==> src/rtl/mem_wb_stage.sv <==
// MEM/WB pipeline register feeding the register-file write port, with freeze, flush and R15 guard.
// Optional retired-instruction counter is built when WB_RETIRE_CNT_EN is defined.
module mem_wb_stage #(
  parameter int DATA_W = 32,
  parameter int REG_AW = 4
) (
  input  logic              clk,
  input  logic              rst,
  input  logic              freeze,
  input  logic              flush,
  input  logic              valid_in,
  input  logic              wb_en_in,
  input  logic              mem_r_en_in,
  input  logic [DATA_W-1:0] alu_res_in,
  input  logic [DATA_W-1:0] mem_data_in,
  input  logic [REG_AW-1:0] dest_in,
  input  logic [DATA_W-1:0] pc_in,
  output logic              writebacken,
  output logic [REG_AW-1:0] dest_wb,
  output logic [DATA_W-1:0] result_wb,
  output logic              valid_out,
  output logic [DATA_W-1:0] pc_out,
  output logic              r15_wb_err,
  output logic [31:0]       retired_cnt
);

  localparam logic [REG_AW-1:0] R15_IDX = REG_AW'(15);

  logic [DATA_W-1:0] result;
  logic              wants_write;
  logic              is_r15;
  logic              capture;

  assign result      = mem_r_en_in ? mem_data_in : alu_res_in;
  assign wants_write = valid_in & wb_en_in;
  assign is_r15      = (dest_in == R15_IDX);
  assign capture     = ~flush & ~freeze;

  // The register file has no R15, so such writes are dropped and remembered in a sticky flag.
  always_ff @(posedge clk or posedge rst) begin
    if (rst) begin
      valid_out   <= 1'b0;
      writebacken <= 1'b0;
      dest_wb     <= '0;
      result_wb   <= '0;
      pc_out      <= '0;
      r15_wb_err  <= 1'b0;
    end else if (flush) begin
      valid_out   <= 1'b0;
      writebacken <= 1'b0;
      dest_wb     <= '0;
      result_wb   <= '0;
      pc_out      <= '0;
    end else if (!freeze) begin
      valid_out   <= valid_in;
      writebacken <= wants_write & ~is_r15;
      dest_wb     <= dest_in;
      result_wb   <= result;
      pc_out      <= pc_in;
      if (wants_write && is_r15) begin
        r15_wb_err <= 1'b1;
      end
    end
  end

`ifdef WB_RETIRE_CNT_EN
  logic [31:0] retired_q;

  // Every real instruction that passes through counts, including dropped R15 writes.
  always_ff @(posedge clk or posedge rst) begin
    if (rst) begin
      retired_q <= '0;
    end else if (capture && valid_in) begin
      retired_q <= retired_q + 32'd1;
    end
  end

  assign retired_cnt = retired_q;
`else
  assign retired_cnt = 32'd0;
`endif

endmodule

==> config.mk <==
export PLATFORM = sky130hd
export DESIGN_NAME = mem_wb_stage
export DESIGN_NICKNAME = d
export VERILOG_FILES = /design/src/rtl/mem_wb_stage.sv
export SDC_FILE = /design/constraint.sdc
export NUM_CORES = 1
export LEC_CHECK = 0
export BUFFER_PORTS_ARGS = -buffer_cell sky130_fd_sc_hd__buf_2
export CELL_PAD_IN_SITES_DETAIL_PLACEMENT = 1
export CELL_PAD_IN_SITES_GLOBAL_PLACEMENT = 1
export CORE_MARGIN = 3
export CORE_UTILIZATION = 32
export DETAILED_ROUTE_END_ITERATION = 6
export GPL_ROUTABILITY_DRIVEN = 0
export PLACE_DENSITY_LB_ADDON = 0.1
export REMOVE_ABC_BUFFERS = 1
export SYNTH_ARGS = -nofsm -noshare
export SYNTH_HDL_FRONTEND = slang
export SYNTH_SLANG_ARGS = --single-unit
==> constraint.sdc <==
create_clock -name clk -period 2.2 [get_ports clk]
set_clock_uncertainty 0.1 [all_clocks]
set_input_delay 0.11 -clock clk [delete_from_list [all_inputs] [get_ports clk]]
set_output_delay 0.11 -clock clk [all_outputs]
set_load 0.01 [all_outputs]
* Word-level counts from Yosys, hierarchy flattened
Cells that the tools add are included.
** Storage, ports and cells
- Input bits :: 107
- Register bits after elaboration :: 71
- Output and inout port bits :: 103
- Logic and storage cells :: 26
** Cells by class
- Bitwise operators :: 5
- Equality and inequality tests :: 2
- Muxes and demuxes :: 11
- Reduce and logical (&&, ||, !) cells :: 2
** Operator list (count)
- $mux W32 :: 5
- $mux W4 :: 2
- $eq A4 B4 Y1 const B :: 1
- $mux W1 :: 4
- $not A1 Y1 :: 3
- $reduce_and A3 Y1 :: 1
- $and A1 B1 Y1 :: 2
- $ne A2 B1 Y1 const B :: 1
- $logic_and A1 B1 Y1 :: 1

* Logic depth before layout (Yosys ltp)
- Depth after elaboration :: 5
- Depth in mapped cells :: 4
- Gate-level depth less buffers :: 2

* Worst setup path after synthesis
Ideal clock, no wire load.
- Kind :: input -> register
- From :: input port mem_r_en_in
- To :: register result_wb[16]
- Arrival :: 0.645 ns
- Data required time :: 1.962 ns
- Slack :: 1.317 ns
- Cell stages on the path :: 4
- Path through :: buf_6 -> buf_12 -> mux2i_1 -> a211oi_2
** Between the ends
- Cells in the longest elaborated chain, start to end :: 3
** Ends and longest elaborated chain
- from (decl) :: RTL line 13 : input logic mem_r_en_in,
- $mux W32 :: RTL line 34 : assign result = mem_r_en_in ? mem_data_in : alu_res_in;
- $mux W32 :: RTL line 54 : end else if (!freeze) begin
- $mux W32 :: RTL line 48 : end else if (flush) begin
- to (signal assigned) :: RTL line 58 : result_wb <= result;
- to (decl) :: RTL line 20 : output logic [DATA_W-1:0] result_wb,
No other way between the ends. The select of a mux whose other input is x is not followed.
A chain may end at the register's enable or synchronous reset.

* Worst setup path in the final report
- From :: input port valid_in
- To :: register writebacken
** Between the ends
- Cells in the longest elaborated chain, start to end :: 4
** Ends and longest elaborated chain
- from (decl) :: RTL line 11 : input logic valid_in,
- $and A1 B1 Y1 :: RTL line 35 : assign wants_write = valid_in & wb_en_in;
- $and A1 B1 Y1 :: RTL line 56 : writebacken <= wants_write & ~is_r15;
- $mux W1 :: RTL line 54
- $mux W1 :: RTL line 48
- to (signal assigned) :: RTL line 56
- to (decl) :: RTL line 18 : output logic writebacken,
No other way between the ends. The select of a mux whose other input is x is not followed.

==> results_dict.tcl <==
set metrics [dict create \
    status "finished clean" \
    ir_drop_mv 0.2609 \
    dp_slack_ns 0.7728 \
    synth_edf_count 0 \
    wire_per_inst_um 15.40 \
    rrSetupSlack_ns 1.34 \
    critical_path.max_fanout 3 \
    crit_required_ns 2.33 \
    drive_gt1_share_pct 38.26 \
    dieArea_sq_um 12330 \
    tritoncts "yes" \
    placed_area_sq_um 4365 \
    criticalPathCategory "in -> reg" \
    synth_ff_type "dfrtp_1" \
    ys_seq_area_share_pct 50.32 \
    start_util_pct 33.60 \
    p_per_area_nw_per_um2 609.9 \
    pin_count 210 \
    critPathLaunchType "input pin" \
    clockRootBuffer "clkbuf_8" \
    fin_crit_sh_pct 66.50 \
    clk_pin_slew_ns 0.08 \
    cts.path.max_buffers 2 \
    dr.first_iter.drc_count 75 \
    hold_ws_ns 0.01792 \
    nNetsFinal 630 \
    num_antenna_cells 0 \
    crit_chain "dlygate4sd3_1 -> buf_2 -> nand2_1 -> dlygate4sd3_1 -> o41ai_1" \
    syn_inst 305 \
    grt_pass1_vias 3122 \
    syn_area_sq_um 3531 \
    cp_slowest_cell "dlygate4sd3_1" \
    path_common_cell "dlygate4sd3_1" \
    routed_wirelength_um 10230 \
    ys_ff_latch 71 \
    antenna_left 0 \
    io_buffer_count 177 \
    grt_max_degree 74 \
    ys_warn_count 0 \
    htreeDepth 3 \
    postLayoutCoreUtil_pct 47.83 \
    grt_pass1_wl_um 16360 \
    drc 0 \
    dieHeight_um 111.0 \
    fp.dieW_um 111.0 \
    hold_viol 0 \
    min_path_type "in -> reg" \
    fp-row-count 37 \
    avgSynthCellArea_sq_um 11.58 \
    fmaxAchievable_mhz 683.5 \
    setup-tns-final_ns 0 \
    cts-buffers-inserted 9 \
    hpwl_um 6847 \
    core_area_sq_um 10510 \
    rsz0062_at_grt "false" \
    critPathArrivalTime_ns 1.59 \
    vias_per_cell 4.441 \
    cts_resized 0 \
    drv_cap 0 \
    clkSinkCount 71 \
    endpoint_kind "register" \
    syn_to_final_growth_pct 42.35 \
    setup_viol 0 \
    dr.pass1.iters 4 \
    grt_overflow 0 \
    vias 2949 \
    cp_slowest_stage_delay_ns 0.54 \
    clock_latency_ns 0.33 \
    async_flop_share_pct 100.0 \
    period_needed_ns 1.463 \
    leakage_nw 2.768 \
    slew_viol_final 0 \
    fin_ws_ns 0.7370 \
    antenna_found_initial 1 \
    synth_cell_types 18 \
    fillers 1232 \
    track_usage_pct 16.25 \
    stdcell_area_sq_um 5026 \
]
==> sequential cells by signal, indices dropped and copies added, names as in the netlist <==
name	flops
valid_out	1
dest_wb	4
writebacken	1
result_wb	32
pc_out	32
r15_wb_err	1
==> timing repair <==
action	CTS	global route
setup endpoints to repair	0	0
hold endpoints to repair	115	0
hold buffers	47	0
buffers inserted	0	0
==> power breakdown <==
part           total, mW  leakage [nW]  internal [mW]  switching (mW)
Sequential          1.43         0.933           1.39          0.0437
Combinational      0.607          1.73          0.295           0.312
Clock               1.03         0.100          0.550           0.477
Total               3.07          2.77           2.23           0.833
==> final cells by class <==
cell class	count	area (sq um)	share of cell area, %
inverters	2	7.507	0.1494
clock inverters	4	45.04	0.8962
clock buffers	12	145.1	2.888
repair buffers	231	1434	28.53
multi-input cells	208	1448	28.80
well taps	136	170.2	3.386
flip-flops and latches	71	1777	35.35
==> cells by family (layout without fill, tap and decap cells) <==
logic type | after synthesis | count (layout) | synth area share, %
buffers and inverters | 57 | 249 | 11.98
DFF | 71 | 71 | 50.32
AOI/OAI and AO/OA | 34 | 34 | 7.761
other | 1 | 32 | 0.1062
and+or+nand+nor | 73 | 73 | 10.28
muxes | 69 | 69 | 19.56
==> Yosys cell counts (2+ instances only) <==
cell type	count	area share, %
a211oi_1	29	6.2
clkbuf_1	9	0.96
buf_6	3	0.96
buf_4	35	7.4
dfrtp_1	71	50
buf_2	5	0.71
a211oi_2	3	1.1
buf_12	3	1.7
mux2i_1	69	20
nor2_1	38	4.0
nor2b_1	32	5.7
inv_1	2	0.21
==> final timing paths <==
kind,start,depth (start not counted),to
setup / recovery,valid_in,5,writebacken
setup reg to reg,pc_out[10],2,pc_out[10]
hold reg to reg,r15_wb_err,1,r15_wb_err
hold / removal,mem_data_in[29],3,result_wb[29]
max in group asynchronous,rst,4,result_wb[6]
min in group asynchronous,rst,4,pc_out[28]
==> metal layers <==
metal	up-vias	global-route usage, %	share of wire [%]
met4	2	3.406	0.68
met2	126	26.62	48
li1	1415	-	-
met5	-	0	0.13
met1	1397	20.16	42
met3	9	6.823	8.8
==> through the flow <==
stage | total power [mW] | std cells
after floorplan | 1.696 | 281
after global placement | 1.991 | 601
after detailed placement | 2.002 | 601
after CTS | 3.129 | 664
after global routing | 3.241 | 664
final | 3.065 | 664
==> critical path: cells and delay by family <==
| family | cells | cell delay, ns |
|---|---|---|
| AND/OR/NAND/NOR | 1 | 0.05 |
| AO/OA/AOI/OAI | 1 | 0.25 |
| buffers and inverters | 3 | 1.18 |
==> cells in the final DEF, fill, tap and decap left out, drive strengths merged <==
master and n:
clkinv 3, buf 184, nand3b 1, nor2 38, inv 2, nand2 1, mux2i 69, clkbuf 12
and4 1, nor2b 32, conb 32, dlygate4sd3 47, a211oi 32, dfrtp 71, a41o 1, bufinv 1
o41ai 1
Power figures use the tool's default switching activity.
